--- config.mk ---
export PLATFORM = sky130hd
export DESIGN_NAME = pc_stack_unit
export DESIGN_NICKNAME = d
export VERILOG_FILES = /design/src/rtl/pc_stack_unit.sv
export SDC_FILE = /design/constraint.sdc
export NUM_CORES = 1
export LEC_CHECK = 0
export BUFFER_PORTS_ARGS = -buffer_cell sky130_fd_sc_hd__buf_2
export CAP_MARGIN = 0
export CORE_ASPECT_RATIO = 0.6
export CORE_MARGIN = 1.5
export CORE_UTILIZATION = 65
export CTS_BUF_LIST = sky130_fd_sc_hd__clkbuf_2
export CTS_CLUSTER_SIZE = 40
export DETAILED_ROUTE_END_ITERATION = 16
export PLACE_DENSITY = 0.92
export RECOVER_POWER = 100
export SLEW_MARGIN = 20
export SYNTH_ARGS = -nofsm -noshare
export SYNTH_HDL_FRONTEND = slang
export SYNTH_SLANG_ARGS = --single-unit
--- constraint.sdc ---
create_clock -name clk -period 4.3 [get_ports clk]
set_input_delay 0.86 -clock clk [delete_from_list [all_inputs] [get_ports clk]]
set_output_delay 0.86 -clock clk [all_outputs]
set_load 0.02 [all_outputs]
--- src/rtl/pc_stack_unit.sv ---
// Program counter with increment, absolute load, relative branch and call/return.
// Latency: one cycle. Every output is registered, and an operation sampled at edge N is visible after edge N.
// Backpressure: none. When en=0 the unit holds its state, but clr_err is still honoured.
module pc_stack_unit #(
    parameter int                ADDR_W      = 10,
    parameter int                DISP_W      = 8,
    parameter int                STACK_DEPTH = 8,
    parameter logic [ADDR_W-1:0] RESET_PC    = '0
) (
    input  logic                           clk,
    input  logic                           reset,
    input  logic                           en,
    input  logic                           ld,
    input  logic                           br,
    input  logic                           call,
    input  logic                           ret,
    input  logic                           clr_err,
    input  logic [ADDR_W-1:0]              target,
    input  logic [DISP_W-1:0]              disp,
    output logic [ADDR_W-1:0]              pc,
    output logic [ADDR_W-1:0]              top,
    output logic [$clog2(STACK_DEPTH):0]   depth,
    output logic                           ovf,
    output logic                           unf
);
    localparam int PW = $clog2(STACK_DEPTH);
    localparam logic [PW:0] FULL = (PW+1)'(STACK_DEPTH);

    // The return stack is circular. wptr points at the next free slot.
    // When the stack is full, wptr also points at the oldest entry,
    // so a push overwrites the oldest entry with no extra logic.
    logic [ADDR_W-1:0] mem [STACK_DEPTH];
    logic [PW-1:0]     wptr;
    logic [PW-1:0]     wptr_nxt;
    logic [PW:0]       depth_nxt;
    logic [ADDR_W-1:0] pc_nxt;
    logic [ADDR_W-1:0] top_nxt;
    logic [ADDR_W-1:0] pc_inc;
    logic [ADDR_W-1:0] below_top;
    logic [ADDR_W-1:0] disp_ext;
    logic              push;
    logic              set_ovf;
    logic              set_unf;

    assign pc_inc    = pc + ADDR_W'(1);
    assign disp_ext  = ADDR_W'($signed(disp));
    // This is the entry under the current head. It becomes the new head after a pop.
    assign below_top = mem[wptr - PW'(2)];

    // Select one action per cycle. The priority is ret > call > ld > br > increment.
    always_comb begin
        pc_nxt    = pc;
        top_nxt   = top;
        depth_nxt = depth;
        wptr_nxt  = wptr;
        push      = 1'b0;
        set_ovf   = 1'b0;
        set_unf   = 1'b0;
        if (en) begin
            if (ret) begin
                if (depth == '0) begin
                    // A ret on an empty stack behaves like an increment and flags the error.
                    set_unf = 1'b1;
                    pc_nxt  = pc_inc;
                end else begin
                    pc_nxt    = top;
                    wptr_nxt  = wptr - PW'(1);
                    depth_nxt = depth - (PW+1)'(1);
                    top_nxt   = (depth == (PW+1)'(1)) ? '0 : below_top;
                end
            end else if (call) begin
                push     = 1'b1;
                pc_nxt   = target;
                wptr_nxt = wptr + PW'(1);
                top_nxt  = pc_inc;
                if (depth == FULL) begin
                    set_ovf = 1'b1;
                end else begin
                    depth_nxt = depth + (PW+1)'(1);
                end
            end else if (ld) begin
                pc_nxt = target;
            end else if (br) begin
                pc_nxt = pc + disp_ext;
            end else begin
                pc_nxt = pc_inc;
            end
        end
    end

    // Control state and sticky flags. If clr_err arrives in the same cycle as a new error, the new error wins.
    always_ff @(posedge clk) begin
        if (reset) begin
            pc    <= RESET_PC;
            top   <= '0;
            depth <= '0;
            wptr  <= '0;
            ovf   <= 1'b0;
            unf   <= 1'b0;
        end else begin
            pc    <= pc_nxt;
            top   <= top_nxt;
            depth <= depth_nxt;
            wptr  <= wptr_nxt;
            ovf   <= (ovf & ~clr_err) | set_ovf;
            unf   <= (unf & ~clr_err) | set_unf;
        end
    end

    // Stack storage. Its contents are don't-care after reset, so the array itself is not reset.
    always_ff @(posedge clk) begin
        if (push && !reset) begin
            mem[wptr] <= pc_inc;
        end
    end
endmodule

Word-level counts from Yosys, hierarchy flattened
Memories as Yosys holds them, arrays and structs flattened.
Index checks and enable logic that the tools add are counted.
{ "totals": {"reg_bits": 29, "latchBits": 0, "ramBits": 80, "romBits": 0, "input_bits": 26, "output_inout_bits": 26, "elab_cells": 57, "n_memories": 1} }
{ "memory_table": {"columns": ["memory", "depth", "width", "read_ports", "rd_ports_with_merged_regs", "write_ports", "line", "source"], "rows": [
  ["mem", 8, 10, 1, 0, 1, "32", "logic [ADDR_W-1:0] mem [STACK_DEPTH];"]
]} }
{ "op_classes": {"add_sub_neg": 7, "multipliers": 0, "div_mod_pow": 0, "n_lt_le_gt_ge": 0, "n_eq_ne": 4, "shifts": 0, "muxes": 28, "n_bitwise": 5, "n_reduce_logical": 6} }
{ "ops": {"columns": ["operator", "n"], "rows": [
  ["10-bit two-way mux", 9],
  ["4-bit two-way mux", 4],
  ["1-bit two-way mux", 12],
  ["10-bit by 1-bit adder with 10-bit output, second input constant", 1],
  ["10-bit adder", 1],
  ["3-bit two-way mux", 3],
  ["4-bit by 1-bit adder with 4-bit output, second input constant", 1],
  ["4-bit by 1-bit == test with 1-bit output, second input constant", 1],
  ["4-bit == test, second input constant", 1],
  ["4-bit zero test", 1],
  ["2-bit inequality test, second input constant", 2],
  ["4-bit AND reduction", 1],
  ["4-bit by 1-bit subtractor with 4-bit output, second input constant", 1],
  ["3-bit by 1-bit adder with 3-bit output, second input constant", 1],
  ["3-bit AND reduction", 1],
  ["3-bit by 1-bit subtractor with 3-bit output, second input constant", 1],
  ["3-bit by 2-bit subtractor with 3-bit output, second input constant", 1],
  ["1-bit bitwise AND", 2],
  ["1-bit bitwise OR", 2],
  ["2-bit nonzero test", 1],
  ["1-bit logical AND", 1],
  ["1-bit zero test", 1],
  ["1-bit NOT", 1]
]} }

Longest topological paths before layout
{ "depth": {"depth_word": 6, "mapped_depth": 8, "ltp_nobuf": 7} }

Least setup slack after synthesis
Ideal clock, no wire load.
{ "synth_path": {"path_type": "input to register", "startpoint": "input port disp[0]", "endpoint": "register pc[4]", "setup_ns": 0.091, "t_arrival_ns": 2.340, "setup_slack_ns": 1.869, "cell_stages": 7, "n_path_buf": 0, "path_cell_list": "ha_1 > fa_1 > a211oi_1 > nor2_1 > nor3b_1 > o31ai_1 > a311oi_1"} }
{ "synth_via": {"elab_chain_cells": 5} }
{ "synth_rtl": {"columns": ["element", "line", "source"], "rows": [
  ["from (decl)", "19", "input logic [DISP_W-1:0] disp,"],
  ["10-bit adder", "84", "pc_nxt = pc + disp_ext;"],
  ["10-bit two-way mux", "83", "end else if (br) begin"],
  ["10-bit two-way mux", "81", "end else if (ld) begin"],
  ["10-bit two-way mux", "71", "end else if (call) begin"],
  ["10-bit two-way mux", "60", "if (ret) begin"],
  ["to (signal assigned)", "101", "pc <= pc_nxt;"],
  ["to (decl)", "20", "output logic [ADDR_W-1:0] pc,"]
]} }
Every way passes these cells.
A chain may end at the register's enable or synchronous reset.

Worst setup path after layout
{ "layout_path": {"startpoint": "input port ret", "endpoint": "register depth[3]"} }
{ "layout_via": {"elab_chain_cells": 2, "word_cells_on_any_way": 5, "classes_between": "eq/ne (2); mux (1); reduce/logical (2)"} }
{ "layout_rtl": {"columns": ["element", "line", "source"], "rows": [
  ["from (decl)", "16", "input logic ret,"],
  ["2-bit inequality test (no source line) / 2-bit nonzero test (equally long branches)", null, null],
  ["4-bit AND reduction (no source line)", null, null],
  ["to (signal assigned)", "103", "depth <= depth_nxt;"],
  ["to (decl)", "22", "output logic [$clog2(STACK_DEPTH):0] depth,"]
]} }
Parallel ways exist; a longest one is shown, timed or not.

==> summary.md <==
| Metric | Value |
|---|---|
| Status | finished clean |
| Post-synth cell types | 55 |
| Sequential-to-total area share from yosys stat | 55.4% |
| IO Pins | 52 |
| WP data required | 4.79 ns |
| Synth warn | 0 |
| Cells on Worst Hold Path | 2 |
| Stages on worst setup path | 6 |
| Row count | 25 |
| Final WL | 12.5 mm |
| Actual slew at the worst max-slew pin | 1.29 ns |
| Fmax | 0.305 GHz |
| Total gr overflow | 0 |
| Post-synthesis cell area | 0.00538 mm2 |
| Register clock-pin slew on the reported worst setup and hold paths | 0.28 ns |
| Post-synth top area share | 44.7% |
| Initial antenna violation count | 0 |
| Overall Global Routing Usage | 29.8% |
| # hold bufs at CTS | 0 |
| First-pass GRT wire length | 19.3 mm |
| RSZ-0062 raised after global routing | no |
| Nets@finish | 524 |
| CP Buf/Inv Count | 2 |
| Layout cells sized above 1 | 14.5% |
| VDD IR max | 0.000253 V |
| Commonest cells in the netlist | edfxtp_1 (80), nor2_1 (61), dfxtp_1 (29), mux4_2 (20), o21ai_0 (20) |
| Crit-path max cell delay | 0.92 ns |
| Die Width | 120 um |
| CP delay by family, top | buffers and inverters |
| Critical path type | primary input to flip-flop |
| Largest net degree at the start of global routing | 33 |
| WL per Instance | 21.1 um |
| Mean Syn Cell Area | 12.4 um2 |
| CTS tree | done |
| Fin crit share | 76.2% |
| Filler instances | 532 |
| Starting DRT DRC Count | 533 |
| Die height | 73.5 um |
| Worst setup EP type | flip-flop |
| DRC | 0 |
| Synth area leaders | edfxtp_1 (45%), dfxtp_1 (11%), mux4_2 (8.4%) |
| Max-cap viol count | 0 |
| Final Hold Vio Count | 0 |
| Total number of vias | 3847 |
| H-tree levels | 3 |
| Clock Skew | 0.0265 ns |
| Worst Path Arrival | 3.77 ns |
| CTS Buffer Depth | 2 |
| Worst setup SP type | primary input |
| Post-DRT Antenna Nets | 0 |
| Count of final setup violators | 0 |
| Clk_lat worst skew | 0.59 ns |
| Static Leak | 2.05 nW |
| Setup TNS | 0 ns |
| Post-DR vias/cell | 6.50 |
| Mapped Nets | 481 |
| Top-count cell post-synth | edfxtp_1 |
| Asr flop ratio synth | 0% |
| Slowest CP cell | clkbuf_1 |
| PwrDens | 397 mW/mm2 |
| Post-synth top area cell | edfxtp_1 |
| Slew headroom | 13.9% |
| Starting Density | 67.7% |
| EDFF count, synth | 80 |
| Primary FF master, synth | edfxtp_1 |
| Area growth, synth to finish | 7.91% |
| Vias in the first global route | 3501 |
| Detail Placement HPWL | 8.78 mm |
| Setup bufs post-CTS | 0 |
| Gate count after technology mapping | 435 |
| Post_cts resized | 0 |
| Area of the die | 0.00885 mm2 |
| Reg2reg path depth | 6 |
| Worst-path cell chain | clkbuf_1 > inv_1 > a211oi_1 > a21boi_0 > xnor2_1 > nor2_1 |
| CP Max Fanout | 27 |
| Core footprint | 0.00795 mm2 |
| Drt first pass iters | 5 |
| Slew Limit Fails | 0 |
| Seq cells post-synth | 109 |
| GP Congestion | 0.879 |
| Total CTS buffers | 9 |
| Fin crit period | 3.28 ns |
| Clock Tree Root | clkbuf_2 |
| Port bufs | 51 |
| Worst hold path type | flip-flop to flip-flop |
| CTS Sinks | 109 |
| WHS | 0.516 ns |
-- area by class of cell --
class                   count  area (um2)  area share, %
flip-flops and latches    109        2980           51.4
well taps                 108         135           2.33
multi-input cells         291        2240           38.7
clock buffers               9        45.0          0.776
inverters                  12        45.0          0.776
diodes                      1        2.50         0.0431
clock inverters             7        97.6           1.68
repair buffers             55         251           4.33
-- cells by family after synthesis --
logic type,count (synthesis),synth area share (%)
flops,109,55.4
mux,38,11.7
simple gates,137,12.5
xor+xnor,18,2.93
fa+ha+maj,20,4.93
compound gates,78,9.63
buf+inv,35,2.86
-- layout by cell type (no fill, tap or decap), types with 5 or more instances in the layout --
cell type / n
dfxtp_1: 28
a21oi_1: 14
mux2i_1: 17
o211ai_1: 6
clkbuf_1: 27
o21ai_0: 20
xnor2_1: 5
xor2_1: 13
nand2_1: 19
nand3_1: 6
mux4_2: 20
and2_0: 9
buf_2: 24
ha_1: 18
edfxtp_1: 80
inv_1: 12
a211oi_1: 15
nor3_1: 17
nor2_1: 61
clkbuf_2: 9
-- worst min-delay path: cells and delay by family (launching register included) --
family / cells / cell delay, ns
AO/OA/AOI/OAI: 1 / 0.06
AND/OR/NAND/NOR: 1 / 0.08
flip-flops: 1 / 0.38
-- state kept, by name, summed over array words and instances, names as in the netlist --
name,flops
depth,4
mem,80
ovf,1
pc,10
top,10
unf,1
wptr,3
-- worst paths after layout --
check             endpoint  slack (ns)   from
setup reg to reg     pc[2]        1.66  pc[0]
hold reg to reg        unf        0.52    unf
setup / recovery  depth[3]        1.02    ret
hold / removal         unf        0.52    unf
-- report_power, final --
part	internal, W	switching, W
logic	0.000213	0.000315
registers	0.00118	0.0000633
clock network	0.000196	0.000338
-- through the flow --
step | power, W | cell area, um2 | worst slack [ns] | util, % | instances
global route | 0.00240 | 5800 | 0.875 | 73.0 | 591
global placement | 0.00176 | 5690 | 1.61 | 71.6 | 575
finish | 0.00231 | 5810 | 1.02 | 73.1 | 592
floorplan | 0.00163 | 5380 | 1.87 | - | 435
detailed placement | 0.00178 | 5690 | 1.57 | 71.6 | 575
CTS | 0.00230 | 5830 | 1.68 | 73.4 | 591
-- layer usage --
| metal | routed length, um | part of all wire [%] | global-route usage (%) |
|---|---|---|---|
| met1 | 5520 | 44 | 46.4 |
| met2 | 5400 | 43 | 41.4 |
| met3 | 1440 | 12 | 8.46 |
| met4 | 133 | 1.1 | 7.45 |
| met5 | 0 | 0 | 0 |
(Power assumes the default switching activity.)
